===== config.mk =====
export PLATFORM = sky130hd
export DESIGN_NAME = lsu_mem_bridge
export DESIGN_NICKNAME = d
export VERILOG_FILES = /design/src/rtl/lsu_mem_bridge.sv
export SDC_FILE = /design/constraint.sdc
export NUM_CORES = 1
export LEC_CHECK = 0
export CAP_MARGIN = 15
export CORE_ASPECT_RATIO = 1.25
export CORE_UTILIZATION = 50
export CTS_BUF_LIST = sky130_fd_sc_hd__clkbuf_4 sky130_fd_sc_hd__clkbuf_8
export DETAILED_ROUTE_END_ITERATION = 7
export PLACE_DENSITY = 0.95
export RECOVER_POWER = 25
export SLEW_MARGIN = 20
export SYNTH_ARGS = -nofsm -noshare
export SYNTH_HDL_FRONTEND = slang
export SYNTH_SLANG_ARGS = --single-unit

===== constraint.sdc =====
create_clock -name i_clk -period 3.3 [get_ports i_clk]
set_input_delay 0.66 -clock i_clk [delete_from_list [all_inputs] [get_ports i_clk]]
set_output_delay 0.66 -clock i_clk [all_outputs]
set_load 0.02 [all_outputs]

===== src/rtl/lsu_mem_bridge.sv =====
// Purpose: load/store bridge from the hart's memory stage to a req/gnt/rvalid data memory.
// Latency: 3 edges accept-to-response minimum (1 edge for traps); one access in flight.
// Backpressure: o_req_ready only in IDLE; response held in RESP until i_rsp_ready.
//
// Ports:
//   i_clk, i_rst_n                    clock, async active-low reset
//   i_req_*  / o_req_ready            hart request (wen, byte addr, size, unsigned, right-justified wdata)
//   o_rsp_*  / i_rsp_ready            response (extended rdata, trap, err)
//   o_mem_*, i_mem_gnt                memory request, held stable until grant
//   i_mem_rvalid/rdata/err            memory response beat
module lsu_mem_bridge #(
   parameter int DATA_WIDTH  = 32,
   parameter int ADDR_WIDTH  = 32,
   parameter int GNT_TIMEOUT = 256
) (
   input  logic                    i_clk,
   input  logic                    i_rst_n,
   input  logic                    i_req_valid,
   output logic                    o_req_ready,
   input  logic                    i_req_wen,
   input  logic [ADDR_WIDTH-1:0]   i_req_addr,
   input  logic [1:0]              i_req_size,
   input  logic                    i_req_unsigned,
   input  logic [DATA_WIDTH-1:0]   i_req_wdata,
   output logic                    o_rsp_valid,
   input  logic                    i_rsp_ready,
   output logic [DATA_WIDTH-1:0]   o_rsp_rdata,
   output logic                    o_rsp_trap,
   output logic                    o_rsp_err,
   output logic                    o_mem_req,
   input  logic                    i_mem_gnt,
   output logic [ADDR_WIDTH-1:0]   o_mem_addr,
   output logic                    o_mem_wen,
   output logic [DATA_WIDTH-1:0]   o_mem_wdata,
   output logic [DATA_WIDTH/8-1:0] o_mem_mask,
   input  logic                    i_mem_rvalid,
   input  logic [DATA_WIDTH-1:0]   i_mem_rdata,
   input  logic                    i_mem_err
);

   localparam int MASK_W = DATA_WIDTH / 8;
   localparam int OFF_W  = $clog2(MASK_W);
   localparam int CNT_W  = $clog2(GNT_TIMEOUT + 2);

   localparam logic [1:0] S_IDLE  = 2'd0;
   localparam logic [1:0] S_ISSUE = 2'd1;
   localparam logic [1:0] S_WAIT  = 2'd2;
   localparam logic [1:0] S_RESP  = 2'd3;

   logic [1:0]            r_state;
   logic [CNT_W-1:0]      r_cnt;
   logic                  r_wen;
   logic [ADDR_WIDTH-1:0] r_addr;
   logic [1:0]            r_size;
   logic                  r_uns;
   logic [DATA_WIDTH-1:0] r_wdata;
   logic [DATA_WIDTH-1:0] r_rdata;
   logic                  r_trap;
   logic                  r_err;

   logic                  w_in_mis;
   logic                  w_in_illegal;
   logic [OFF_W-1:0]      w_off;
   logic [OFF_W+2:0]      w_shamt;
   logic [7:0]            w_lanes;
   logic [15:0]           w_mask_wide;
   logic [DATA_WIDTH-1:0] w_rd_sh;
   logic [6:0]            w_nbits;
   logic [DATA_WIDTH-1:0] w_keep;
   logic                  w_sign;
   logic [DATA_WIDTH-1:0] w_ext;
   logic                  w_timeout;
   logic                  w_issue;

   // Alignment is checked on the incoming request so the trap decision is made at accept.
   always_comb begin
      w_in_mis = 1'b0;
      case (i_req_size)
         2'd1:    w_in_mis = i_req_addr[0];
         2'd2:    w_in_mis = |i_req_addr[1:0];
         2'd3:    w_in_mis = |i_req_addr[2:0];
         default: w_in_mis = 1'b0;
      endcase
   end
   assign w_in_illegal = (i_req_size == 2'd3) && (DATA_WIDTH == 32);

   assign w_off   = r_addr[OFF_W-1:0];
   assign w_shamt = {w_off, 3'b000};

   always_comb begin
      w_lanes = 8'h01;
      case (r_size)
         2'd0:    w_lanes = 8'h01;
         2'd1:    w_lanes = 8'h03;
         2'd2:    w_lanes = 8'h0F;
         default: w_lanes = 8'hFF;
      endcase
   end
   assign w_mask_wide = {8'h00, w_lanes} << w_off;

   // Load path: move the addressed lanes down to bit 0, keep 2^size bytes, extend.
   assign w_rd_sh = i_mem_rdata >> w_shamt;
   assign w_nbits = 7'd8 << r_size;
   // A 64-bit shift on a 32-bit bus yields 0, so w_keep saturates to all ones.
   assign w_keep  = ~({DATA_WIDTH{1'b1}} << w_nbits);

   always_comb begin
      w_sign = 1'b0;
      case (r_size)
         2'd0:    w_sign = w_rd_sh[7];
         2'd1:    w_sign = w_rd_sh[15];
         2'd2:    w_sign = w_rd_sh[31];
         default: w_sign = w_rd_sh[DATA_WIDTH-1];
      endcase
   end
   assign w_ext = (w_rd_sh & w_keep) | ((w_sign && !r_uns) ? ~w_keep : '0);

   // Timeout fires on the GNT_TIMEOUT-th ungranted ISSUE cycle; a grant in that cycle wins.
   assign w_timeout = (GNT_TIMEOUT != 0) && !i_mem_gnt &&
                      (r_cnt == CNT_W'(GNT_TIMEOUT - 1));

   always_ff @(posedge i_clk or negedge i_rst_n) begin
      if (!i_rst_n) begin
         r_state <= S_IDLE;
         r_cnt   <= '0;
         r_wen   <= 1'b0;
         r_addr  <= '0;
         r_size  <= 2'd0;
         r_uns   <= 1'b0;
         r_wdata <= '0;
         r_rdata <= '0;
         r_trap  <= 1'b0;
         r_err   <= 1'b0;
      end else begin
         case (r_state)
            S_IDLE: begin
               if (i_req_valid) begin
                  r_wen   <= i_req_wen;
                  r_addr  <= i_req_addr;
                  r_size  <= i_req_size;
                  r_uns   <= i_req_unsigned;
                  r_wdata <= i_req_wdata;
                  r_cnt   <= '0;
                  r_rdata <= '0;
                  r_err   <= 1'b0;
                  if (w_in_mis || w_in_illegal) begin
                     r_trap  <= 1'b1;
                     r_state <= S_RESP;
                  end else begin
                     r_trap  <= 1'b0;
                     r_state <= S_ISSUE;
                  end
               end
            end
            S_ISSUE: begin
               if (i_mem_gnt) begin
                  r_state <= S_WAIT;
               end else if (w_timeout) begin
                  r_err   <= 1'b1;
                  r_state <= S_RESP;
               end else if (GNT_TIMEOUT != 0) begin
                  r_cnt <= r_cnt + CNT_W'(1);
               end
            end
            S_WAIT: begin
               if (i_mem_rvalid) begin
                  r_err   <= i_mem_err;
                  r_rdata <= (i_mem_err || r_wen) ? '0 : w_ext;
                  r_state <= S_RESP;
               end
            end
            default: begin
               if (i_rsp_ready) begin
                  r_rdata <= '0;
                  r_trap  <= 1'b0;
                  r_err   <= 1'b0;
                  r_state <= S_IDLE;
               end
            end
         endcase
      end
   end

   assign w_issue = (r_state == S_ISSUE);

   assign o_req_ready = (r_state == S_IDLE);
   assign o_rsp_valid = (r_state == S_RESP);
   assign o_rsp_rdata = r_rdata;
   assign o_rsp_trap  = r_trap;
   assign o_rsp_err   = r_err;

   // Memory-side outputs are driven only while issuing so they read 0 elsewhere.
   assign o_mem_req   = w_issue;
   assign o_mem_addr  = w_issue ? {r_addr[ADDR_WIDTH-1:OFF_W], {OFF_W{1'b0}}} : '0;
   assign o_mem_wen   = w_issue && r_wen;
   assign o_mem_wdata = w_issue ? (r_wdata << w_shamt) : '0;
   assign o_mem_mask  = w_issue ? w_mask_wide[MASK_W-1:0] : '0;

endmodule


# Word-level counts from Yosys, hierarchy flattened
# Cells that the tools add are included.
[totals] register_bits=113 output_inout_bits=106 elab_cells=91
[classes] muxes=32 n_reduce_logical=22 addsub=1 shift=5 bitwise=6 n_eq_ne=15
[op_table] cell="$mux W32" count=7
[op_table] cell="$pmux W32 S3" count=1
[op_table] cell="$not A32 Y32" count=2
[op_table] cell="$and A32 B32 Y32" count=1
[op_table] cell="$or A32 B32 Y32" count=1
[op_table] cell="$shl A32 B5 Y32" count=1
[op_table] cell="$shl A32 B7 Y32 const A" count=1
[op_table] cell="$shr A32 B5 Y32" count=1
[op_table] cell="$mux W9" count=3
[op_table] cell="$pmux W8 S3" count=1
[op_table] cell="$pmux W9 S2" count=1
[op_table] cell="$mux W2" count=6
[op_table] cell="$reduce_and A4 Y1" count=3
[op_table] cell="$eq A2 B2 Y1 const B" count=5
[op_table] cell="$ne A2 B2 Y1 const B" count=5
[op_table] cell="$add A9 B1 Y9 const B" count=1
[op_table] cell="$eq A9 B8 Y1 const B" count=1
[op_table] cell="$shl A8 B2 Y4" count=1
[op_table] cell="$mux W1" count=7
[op_table] cell="$shl A4 B2 Y7 const A" count=1
[op_table] cell="$eq A2 B1 Y1 const B" count=3
[op_table] cell="$pmux W1 S3" count=2
[op_table] cell="$pmux W2 S3" count=1
[op_table] cell="$reduce_and A5 Y1" count=1
[op_table] cell="other kinds (15)" count=24

# Logic depth before layout (Yosys ltp)
# Gate-level depths: netlist of run 1.
[depth] word_depth=9 ltp_mapped=8

# Least setup slack after synthesis of run 1
# No wires, ideal clock.
[synth_timing] kind="reg2out" from="register r_state[1]" to="output o_mem_wdata[0]" required_time_ns=2.640 t_arrival_ns=2.103 path_stages_with_launch=8 path_buffers=2 setup_slack_ns=0.537 cell_sequence="dfrtp_1 -> inv_1 -> ha_1 -> clkbuf_1 -> nand2b_1 -> clkbuf_1 -> nor2_1 -> and2_1"
[synth_between] elab_chain_len=2
[synth_rtl] element="from (decl)" line_no="50" source="logic [1:0] r_state;"
[synth_rtl] element="from (signal assigned)" line_no="124" source="r_state <= S_IDLE;"
[synth_rtl] element="from (signal assigned)" line_no="148" source="r_state <= S_RESP;"
[synth_rtl] element="from (signal assigned)" line_no="151" source="r_state <= S_ISSUE;"
[synth_rtl] element="$eq A2 B1 Y1" line_no="184" source="assign w_issue = (r_state == S_ISSUE);"
[synth_rtl] element="net o_mem_req" line_no="30" source="output logic o_mem_req,"
[synth_rtl] element="$mux W32" line_no="196" source="assign o_mem_wdata = w_issue ? (r_wdata << w_shamt) : '0;"
[synth_rtl] element="to (decl)" line_no="34" source="output logic [DATA_WIDTH-1:0] o_mem_wdata,"
# The timed path passes the listed nets, and every way through them passes these cells.

# Worst setup path in the final report of run 1
[layout_timing] from="register r_state[1]" to="output o_mem_wdata[29]"
[layout_between] elab_chain_len=2
[layout_rtl] element="$eq A2 B1 Y1" line_no="184"
[layout_rtl] element="$mux W32" line_no="196"
# No other way between the ends.

==> results of run 1 <==
-- worst reg2reg max path, cell delays in order (launching register included) --
cell and delay [ns]:
dfrtp_2 0.72, buf_4 0.31, buf_4 0.39, xor2_1 0.15, and2_1 0.22, nor4_4 0.69
a221o_1 0.22
-- metrics by stage --
stage	hold WS, ns	util [%]	area (um^2)	total power, W	worst slack, ns
floorplan	0.364	-	5960	0.00499	0.537
global placement	0.479	70.9	8230	0.00649	0.432
detailed placement	0.486	70.9	8230	0.00666	0.342
CTS	0.272	75.2	8730	0.00835	0.156
global route	0.518	75.0	8720	0.00879	0.00692
finish	0.500	75.0	8720	0.00835	0.159
-- state kept, by name, summed over array words and instances (netlist names) --
| signal | count |
|---|---|
| o_rsp_err | 1 |
| o_rsp_trap | 1 |
| o_rsp_rdata | 32 |
| r_wdata | 32 |
| r_wen | 1 |
| r_uns | 1 |
| r_state | 2 |
| r_size | 2 |
| r_addr | 32 |
| r_cnt | 9 |
-- worst min path at each step --
stage | to | slack (ns) | cells after the start
after floorplan | o_rsp_err$_DFFE_PN0P_ | 0.36 | 0
after global placement | r_addr[14]$_DFFE_PN0P_ | 0.48 | 1
after detailed placement | r_wdata[24]$_DFFE_PN0P_ | 0.49 | 1
after CTS | r_wdata[16]$_DFFE_PN0P_ | 0.27 | 1
after global routing | r_addr[3]$_DFFE_PN0P_ | 0.52 | 1
final | r_wdata[29]$_DFFE_PN0P_ | 0.50 | 1
-- cell families (layout without fill, tap and decap cells) --
group | Yosys count | in the layout | share of synthesized area, %
buf+inv | 48 | 264 | 3.40
flops | 113 | 113 | 47.5
xor+xnor | 4 | 4 | 0.588
compound gates | 111 | 111 | 13.5
other cells | 1 | 2 | 0.0630
mux | 111 | 111 | 20.4
fa+ha+maj | 6 | 6 | 1.26
simple gates | 144 | 144 | 13.3
-- layer usage --
layer / global-route usage (%) / share of wire (%) / vias to the layer above / routed length, um
met2: 48.7 / 51 / 225 / 8900
met3: 7.18 / 5.5 / 55 / 954
li1: - / - / 2344 / -
met5: 0 / 0 / - / 0
met4: 16.5 / 4.3 / 0 / 752
met1: 33.8 / 39 / 2604 / 6700
-- placed cells by master (no fill, tap or decap), drive strengths merged, types with 16 or more instances in the layout --
master / count
a21oi: 23
and2: 40
a211oi: 18
o21ai: 23
mux2i: 26
clkbuf: 21
dfrtp: 113
nor2: 39
a221o: 16
clkdlybuf4s50: 209
nand2: 25
mux2: 85
-- final cells by class --
cell class	instances	area, um^2
Timing Repair Buffer	224	2210
Clock buffer	19	262
Inverter	10	38.8
Multi-Input combinational cell	378	2940
Sequential cell	113	2830
Fill cell	723	2900
Clock inverter	11	234
Tap cell	161	201
-- power by group through the flow --
stage | clock network, W | logic (W) | registers [W]
floorplan | 0 | 0.00264 | 0.00235
global placement | 0 | 0.00409 | 0.00240
detailed placement | 0 | 0.00422 | 0.00244
CTS | 0.00167 | 0.00426 | 0.00243
global route | 0.00173 | 0.00456 | 0.00251
finish | 0.00165 | 0.00426 | 0.00244
-- timing repair --
action	4_1_cts	5_1_grt
endpoints found under the hold margin	0	0
resized for setup	2	0
setup endpoints to repair	15	0
==> results.md, run 1 <==
* Die Span Y at 124 um
* Power share of the clock group at 19.7%
* Synthesized area at 5960 um^2
* Fin Setup TNS at 0 ns
* CORE AREA at 11600 um^2
* Syn_area_per_cell at 11.1 um^2
* Critical Path, Cell by Cell: inv_1 > ha_1 > clkinv_2 > a211oi_1 > clkdlybuf4s50_1
* HP Start: r_wdata[29]$_DFFE_PN0P_
* Post-synth EDFFs at 0
* CP Data Required Time at 2.64 ns
* CTS clk-pin slew, worst paths at 0.07 ns
* Routed vias at 5228
* P&R area growth vs syn at 46.4%
* P_int at 0.00509 W
* Die width at 99.6 um
* Peak VDD IR at 0.551 mV
* Post-synth ARST share at 100%
* Critical path arrival at 2.48 ns
* Initial antenna violation count at 0
* Unrepaired setup endpoints after global routing: no
* Net Sw Frac at 39.1%
* DR DRC count at 0
* Diodes inserted at 0
* WP depth at 5
* Reg-to-reg endpoint: o_rsp_rdata[16]$_DFFE_PN0P_
* CTS Hold Bufs at 0
* Reg2reg setup slack at 0.55 ns
* Fin. max-slew vios at 0
* Static Leak at 3.66 nW
* Final hold viol count at 0
* Worst-path fanout max at 17
* CP Class: flop to primary output
* DR vias/cell at 5.71
* Area leader, netlist: dfrtp_1
* Worst-Margin Slew at 1.33 ns
* Crit path time final at 3.14 ns
* Layout cells sized above 1 at 19.1%
* Max stage delay on crit path at 0.67 ns
* H-tree levels at 4
* Critical path origin: r_state[1]$_DFFE_PN0P_
* Overflow after GRT at 0
* Combinational share of power at 51.1%
* Non-Filler Instances at 916
* Vias in the first global route at 5285
* Clock skew at 0.0123 ns
* Total track usage at 28.9%
* CTS tree: done
* IO Count at 213
* Yosys reg bits at 113
* Starting density of the core at 51.3%
* Final worst path period share at 95.2%
* Most common library cells after synthesis: 113 x dfrtp_1, 85 x mux2_2, 40 x and2_1, 39 x nor2_1, 26 x mux2i_1
* Top FF cell, synth: dfrtp_1
* Total of max-cap violations at 0
* Synth top area cells: dfrtp_1 47%, mux2_2 16%, mux2i_1 4.4%
* Final setup fails at 0
* Synth cell types at 51
* Avg WL per Cell at 18.9 um
* DR pass1 iterations at 4
* FF-to-FF path depth at 6
* Post-CTS Setup Repair Bufs at 0
* PortBufs at 210
* Routed wire length at 17300 um
* Mapped Cells at 538
* Net load switching power at 0.00326 W
* HPWL Detailed at 12600 um
* Slew headroom at 11.5%
* Num CTS Buffers at 17
* Worst hold path type: flop to flop
* Yosys top cell area share at 47.5%
* Share of total power in sequential cells at 29.2%
* Routability-driven placement congestion ratio at 0.880
* Setup crit end: o_mem_wdata[29]
* Rows at 44
* Number of DRC markers in iteration 0 at 257
* CTS sink count at 113
* Largest net degree at the start of global routing at 69
* Fmax achieved at 318 MHz
* CP endpoint kind: primary output
* Pwr/cell area at 958 nW/um^2
* Buf+Inv Stages, Crit Path at 3
* Slowest cell on the critical path: clkdlybuf4s50_1
* Seq/Total Area, Yosys at 47.5%
* Crit path max-delay family: buffers and inverters
* CTS Buffer Depth at 2
* Clock root cell: clkbuf_8
* Worst R2R Start: r_addr[0]$_DFFE_PN0P_
* DIE AREA at 12400 um^2
* ANT nets after route at 0
* Final #Nets at 857
* DP Cell Count at 886
* CP Launch Type: flop
* First-pass GRT wire length at 26900 um
* Clock Latency Late Sink at 0.44 ns
* Status: finished, final reports clean
* Ys Warns at 0
* Most common cell in the netlist: dfrtp_1
Power figures use the tool's default switching activity.
==> run 2: changes to the inputs <==
==> constraint.sdc (replaced) <==
create_clock -name i_clk -period 3.3 [get_ports i_clk]
set_input_delay 0.33 -clock i_clk [delete_from_list [all_inputs] [get_ports i_clk]]
set_output_delay 0.33 -clock i_clk [all_outputs]
set_load 0.02 [all_outputs]
==> run 2 against run 1 <==
Effect of this change: sequential cell count unchanged; first-iteration DRC count shrank 4.3%; critical path type unchanged; highest routed layer unchanged; worst setup slack improved by 0.11 ns.
==> results.md, run 2 (synthesis gave the netlist of run 1 again) <==
* Post-CTS Setup Repair Bufs at 0 (unchanged)
* CORE AREA at 11600 um^2 (unchanged)
* Status: finished, final reports clean (unchanged)
* P_int at 0.00504 W (was 0.00509 W)
* Most frequent cells in the layout: 209 x clkdlybuf4s50_1, 111 x dfrtp_1, 85 x mux2_2 (unchanged)
* Reg-to-reg endpoint: o_rsp_rdata[30]$_DFFE_PN0P_ (was o_rsp_rdata[16]$_DFFE_PN0P_)
* Static Leak at 3.64 nW (was 3.66 nW)
* Net Sw Frac at 39.4% (was 39.1%)
* DR vias/cell at 5.65 (was 5.71)
* Filler cells at 764 (was 723)
* Critical path origin: r_state[1]$_DFFE_PN0P_ (unchanged)
* CTS Buffer Depth at 2 (unchanged)
* Layout cells sized above 1 at 18.7% (was 19.1%)
* Final setup fails at 0 (unchanged)
* CTS clk-pin slew, worst paths at 0.07 ns (about the same)
* Fin Setup TNS at 0 ns (unchanged)
* Slowest cell on the critical path: clkdlybuf4s50_1 (unchanged)
* Share of total power in sequential cells at 29.2% (about the same)
* Overflow after GRT at 0 (unchanged)
* Commonest non-fill, non-tap cell in the layout: clkdlybuf4s50_1 (unchanged)
* Critical path arrival at 2.70 ns (was 2.48 ns)
* CP Class: flop to primary output (unchanged)
* Pwr/cell area at 956 nW/um^2 (was 958 nW/um^2)
* First-pass GRT wire length at 27300 um (was 26900 um)
* Power share of the clock group at 19.2% (was 19.7%)
* CTS sink count at 113 (unchanged)
* HPWL Detailed at 12800 um (was 12600 um)
* PortBufs at 210 (unchanged)
* Critical Path, Cell by Cell: inv_1 > ha_1 > nand2b_1 > nor2_2 > and2_1 > clkdlybuf4s50_1 (was inv_1 > ha_1 > clkinv_2 > a211oi_1 > clkdlybuf4s50_1)
* CTS tree: done (unchanged)
* Die width at 99.6 um (unchanged)
* Worst Hold Depth at 1 (unchanged)
* DIE AREA at 12400 um^2 (unchanged)
* Avg WL per Cell at 19.3 um (was 18.9 um)
* Worst R2R Start: r_state[0]$_DFFE_PN0P_ (was r_addr[0]$_DFFE_PN0P_)
* Routed vias at 5170 (was 5228)
* Clock root cell: clkbuf_8 (unchanged)
* Number of DRC markers in iteration 0 at 246 (was 257)
* Clock skew at 0.0128 ns (was 0.0123 ns)
* P&R area growth vs syn at 46.1% (was 46.4%)
* Worst-Margin Slew at 1.33 ns (about the same)
* CP Launch Type: flop (unchanged)
* Final #Nets at 854 (was 857)
* Rows at 44 (unchanged)
* Largest net degree at the start of global routing at 54 (was 69)
* Diodes inserted at 0 (unchanged)
* HP Start: r_addr[28]$_DFFE_PN0P_ (was r_wdata[29]$_DFFE_PN0P_)
* WHS Endpoint: r_addr[28]$_DFFE_PN0P_ (was r_wdata[29]$_DFFE_PN0P_)
* H-tree levels at 4 (unchanged)
* Clock Latency Late Sink at 0.43 ns (was 0.44 ns)
* Final hold viol count at 0 (unchanged)
* Worst hold path type: flop to flop (unchanged)
* Fin. max-slew vios at 0 (unchanged)
* Layout Utilization at 74.9% (was 75.0%)
* Total track usage at 29.1% (was 28.9%)
* Die Span Y at 124 um (unchanged)
* Combinational share of power at 51.6% (was 51.1%)
* Routed wire length at 17600 um (was 17300 um)
* Reg2reg setup slack at 0.58 ns (was 0.55 ns)
* CP Data Required Time at 2.97 ns (was 2.64 ns)
* Slew headroom at 11.0% (was 11.5%)
* IO Count at 213 (unchanged)
* Peak VDD IR at 0.571 mV (was 0.551 mV)
* Num CTS Buffers at 17 (unchanged)
* Routability-driven placement congestion ratio at 0.873 (was 0.880)
* Net load switching power at 0.00328 W (was 0.00326 W)
* Crit path time final at 3.03 ns (was 3.14 ns)
* Unrepaired setup endpoints after global routing: no (unchanged)
* ANT nets after route at 0 (unchanged)
* Worst-path fanout max at 10 (was 17)
* Final worst path period share at 91.9% (was 95.2%)
* Total of max-cap violations at 0 (unchanged)
* FF-to-FF path depth at 6 (unchanged)
* Fmax achieved at 330 MHz (was 318 MHz)
* Vias in the first global route at 5349 (was 5285)
* Initial antenna violation count at 0 (unchanged)
* Starting density of the core at 51.3% (unchanged)
* DR DRC count at 0 (unchanged)
* DR pass1 iterations at 5 (was 4)
* Max stage delay on crit path at 0.61 ns (was 0.67 ns)
* CP endpoint kind: primary output (unchanged)
-- run 2: cell count changes in the layout (fill, tap and decap cells not counted) --
cell           previous run  this run
buf_4                    12         7
clkinv_4                  1         0
nor3b_1                   1         2
clkinvlp_4                0         3
clkinv_2                  4         2
dlygate4sd3_1             0         1
nor3b_2                   1         0
buf_12                    1         2
clkbuf_4                  0         3
bufinv_16                 7         6
-- run 2: power by group through the flow --
stage	clock network (W)	logic, W	registers [W]
floorplan	0	0.00264	0.00235
global placement	0	0.00410	0.00238
detailed placement	0	0.00423	0.00243
CTS	0.00162	0.00427	0.00241
global route	0.00168	0.00459	0.00249
finish	0.00160	0.00429	0.00243
-- run 2: how the worst max path moves through the flow --
stage / end / slack, ns
floorplan: o_mem_wdata[0] / 0.87
global placement: o_rsp_rdata[13]$_DFFE_PN0P_ / 0.62
detailed placement: o_rsp_rdata[13]$_DFFE_PN0P_ / 0.53
CTS: o_mem_wdata[30] / 0.14
global route: o_mem_mask[2] / 0.12
finish: o_mem_wdata[6] / 0.27
-- run 2: through the flow --
step / hold slack (ns) / instances / cell area [um^2] / setup slack (ns) / total power, W
floorplan: 0.0344 / 539 / 5960 / 0.867 / 0.00499
global placement: 0.404 / 882 / 8200 / 0.623 / 0.00647
detailed placement: 0.406 / 882 / 8200 / 0.533 / 0.00666
CTS: 0.490 / 915 / 8700 / 0.141 / 0.00830
global route: 0.495 / 915 / 8700 / 0.117 / 0.00877
finish: 0.499 / 915 / 8700 / 0.268 / 0.00832
-- run 2: worst max-delay path, delay by kind of cell (launching register included) --
family / cells / cell delay, ns
fa+ha+maj: 1 / 0.26
buf+inv: 2 / 0.72
flops: 1 / 0.40
simple gates: 3 / 0.90
-- run 2: routing by layer --
| metal | routed length [um] | share of wire, % | up-vias | track usage [%] |
|---|---|---|---|---|
| met2 | 9330 | 53 | 222 | 50.6 |
| met3 | 997 | 5.7 | 50 | 7.63 |
| met5 | 0 | 0 | - | 0 |
| met1 | 6630 | 38 | 2547 | 32.8 |
| li1 | - | - | 2351 | - |
| met4 | 663 | 3.8 | 0 | 15.5 |
-- run 2: what timing repair did --
action,4_1_cts,5_1_grt
hold buffers,1,0
hold endpoints to repair,51,0
gates resized for setup,0,2
setup endpoints to repair,0,5
-- run 2: cell type report --
cell class                 count  area (um^2)  area share, %
clock buffer                  22          284           3.26
clock inverter                10          205           2.36
inverter                      10         41.3          0.475
multi-input combinational    378         2930           33.7
sequential                   113         2830           32.5
tap                          161          201           2.32
timing repair buffer         221         2200           25.3
==> run 3: changes to the inputs <==
CORE_UTILIZATION = 47   (was 50)
PLACE_DENSITY = 0.93   (was 0.95)
clock period = 3.4 ns   (was 3.3 ns; I/O delays follow)
==> run 3 against run 2 <==
Effect of this change: the flow now finishes with violations (max-capacitance violations, max-slew violations); global-route usage shrank 1.1 points; sequential share of layout area shrank 0.14 points; combinational power shrank 4%; clock power grew 4%; critical path depth shrank 2; count of clock-buffer cells in the layout grew 1; via count is essentially flat; critical path type unchanged; highest routed layer unchanged.
==> results.md, run 3 (synthesis gave the netlist of run 1 again) <==
* Filler cells at 867 (was 764)
* Final worst path period share at 92.2%
* PortBufs at 210 (unchanged)
* Routed wire length at 17600 um (about the same)
* CTS tree: done (unchanged)
* Die width at 103 um (was 99.6 um)
* HP Start: r_addr[19]$_DFFE_PN0P_ (was r_addr[28]$_DFFE_PN0P_)
* FF-to-FF path depth at 6 (unchanged)
* CTS Buffer Depth at 2 (unchanged)
* Violated checks: max-capacitance violations, max-slew violations
* Clock root cell: clkbuf_8 (unchanged)
* CP Data Required Time at 3.06 ns (was 2.97 ns)
* Max stage delay on crit path at 0.61 ns (about the same)
* Final #Nets at 854 (unchanged)
* Fin Setup TNS at 0 ns (unchanged)
* Crit path time final at 3.14 ns
* CTS clk-pin slew, worst paths at 0.07 ns (about the same)
* Num CTS Buffers at 17 (unchanged)
* WHS Endpoint: r_addr[19]$_DFFE_PN0P_ (was r_addr[28]$_DFFE_PN0P_)
* Die Span Y at 128 um (was 124 um)
* Worst R2R Start: r_state[0]$_DFFE_PN0P_ (unchanged)
* Static Leak at 3.66 nW (was 3.64 nW)
* Dpl ws at 0.662 ns (was 0.533 ns)
* Critical path origin: r_addr[1]$_DFFE_PN0P_ (was r_state[1]$_DFFE_PN0P_)
* Final setup fails at 0 (unchanged)
* Number of DRC markers in iteration 0 at 203 (was 246)
* Clock Latency Late Sink at 0.42 ns (was 0.43 ns)
* Reg-to-reg endpoint: o_rsp_rdata[29]$_DFFE_PN0P_ (was o_rsp_rdata[30]$_DFFE_PN0P_)
* DR DRC count at 0 (unchanged)
* DR pass1 iterations at 5 (unchanged)
* IO Count at 213 (unchanged)
* Commonest non-fill, non-tap cell in the layout: clkdlybuf4s50_1 (unchanged)
* Reg2reg setup slack at 0.67 ns (was 0.58 ns)
* CTS resizes at 0 (unchanged)
* Critical path arrival at 2.80 ns (was 2.70 ns)
* Final Worst Setup Slack at 0.264 ns (was 0.268 ns)
* CP endpoint kind: primary output (unchanged)
* Avg WL per Cell at 19.2 um (was 19.3 um)
* CORE AREA at 12300 um^2 (was 11600 um^2)
* Vias in the first global route at 5514 (was 5349)
* Worst-path fanout max at 22 (was 10)
* Starting density of the core at 48.5% (was 51.3%)
* H-tree levels at 4 (unchanged)
* Peak VDD IR at 0.673 mV (was 0.571 mV)
* Post-CTS Setup Repair Bufs at 0 (unchanged)
* Routability-driven placement congestion ratio at 0.854 (was 0.873)
* Final hold viol count at 0 (unchanged)
* Unrepaired setup endpoints after global routing: no (unchanged)
* Total of max-cap violations at 1 (was 0)
* ANT nets after route at 0 (unchanged)
* Status: finished with violations (was finished, final reports clean)
* Worst-Margin Slew at 2.23 ns (was 1.33 ns)
* CP Launch Type: flop (unchanged)
* Slowest cell on the critical path: clkdlybuf4s50_1 (unchanged)
* Clock skew at 0.0133 ns (was 0.0128 ns)
* Critical Path, Cell by Cell: nand2b_1 > nor2_1 > and2_1 > clkdlybuf4s50_1 (was inv_1 > ha_1 > nand2b_1 > nor2_2 > and2_1 > clkdlybuf4s50_1)
* Multi-input logic area at 2930 um^2 (about the same)
* Fin. max-slew vios at 91 (was 0)
* Pwr/cell area at 935 nW/um^2 (was 956 nW/um^2)
* CTS sink count at 113 (unchanged)
* Overflow after GRT at 0 (unchanged)
* Rows at 45 (was 44)
* P&R area growth vs syn at 46.7% (was 46.1%)
* Seq. cell area at 2830 um^2 (unchanged)
* CTS Hold Bufs at 0 (was 1)
* Routed vias at 5168 (was 5170)
* HPWL Detailed at 12500 um (was 12800 um)
* DR vias/cell at 5.62 (was 5.65)
* Largest net degree at the start of global routing at 91 (was 54)
* Fmax achieved at 319 MHz
* Worst hold path type: flop to flop (unchanged)
* First-pass GRT wire length at 27800 um (was 27300 um)
* DIE AREA at 13100 um^2 (was 12400 um^2)
* Slew headroom at -48.4% (was 11.0%)
* Worst Hold Depth at 1 (unchanged)
* Total track usage at 28.0% (was 29.1%)
* Initial antenna violation count at 0 (unchanged)
* CP Class: flop to primary output (unchanged)
* Layout cells sized above 1 at 18.6% (was 18.7%)
* Most frequent cells in the layout: 209 x clkdlybuf4s50_1, 111 x dfrtp_1, 85 x mux2_2 (unchanged)
[run 3: per-stage QoR]
stage | std cells | hold WS (ns) | instance area [um^2] | utilization [%] | power [W]
global placement | 886 | 0.473 | 8210 | 66.9 | 0.00627
floorplan | 539 | 0.0444 | 5960 | - | 0.00485
detailed placement | 886 | 0.485 | 8210 | 66.9 | 0.00644
global route | 918 | 0.504 | 8740 | 71.2 | 0.00861
finish | 919 | 0.501 | 8740 | 71.2 | 0.00817
CTS | 918 | 0.159 | 8740 | 71.2 | 0.00818
[run 3: report_power, final]
part           internal (W)  switching [W]
Combinational       0.00199        0.00214
Sequential          0.00190       0.000467
Clock               0.00112       0.000555
Total               0.00501        0.00316
[run 3: critical path, delay by kind of cell (launching register included)]
family | cells | cell delay, ns
and+or+nand+nor | 3 | 1.19
buffers and inverters | 1 | 0.61
DFF | 1 | 0.57
[run 3: worst max-delay path by stage]
stage | end | slack, ns
3_5_place_dp | o_mem_wdata[5] | 0.66
4_1_cts | o_mem_wdata[5] | 0.17
5_1_grt | o_mem_wdata[5] | 0.08
2_1_floorplan | o_mem_wdata[0] | 0.96
6_report | o_mem_wdata[5] | 0.26
3_3_place_gp | o_mem_wdata[7] | 0.76
[run 3: cell type report]
class,instances,share of cell area (%)
diodes,1,0.0286
clock buffers,23,3.48
clock inverters,9,2.56
inverters,10,0.429
multi-input cells,378,33.5
flip-flops and latches,113,32.4
well taps,164,2.35
repair buffers,221,25.2
[run 3: layer usage]
layer  vias to the layer above  GRT usage (%)  part of all wire [%]
met3                        57           5.83                   5.6
met5                         -              0                     0
li1                       2346              -                     -
met4                         0           15.5                   4.3
met2                       235           47.3                    52
met1                      2530           32.7                    38
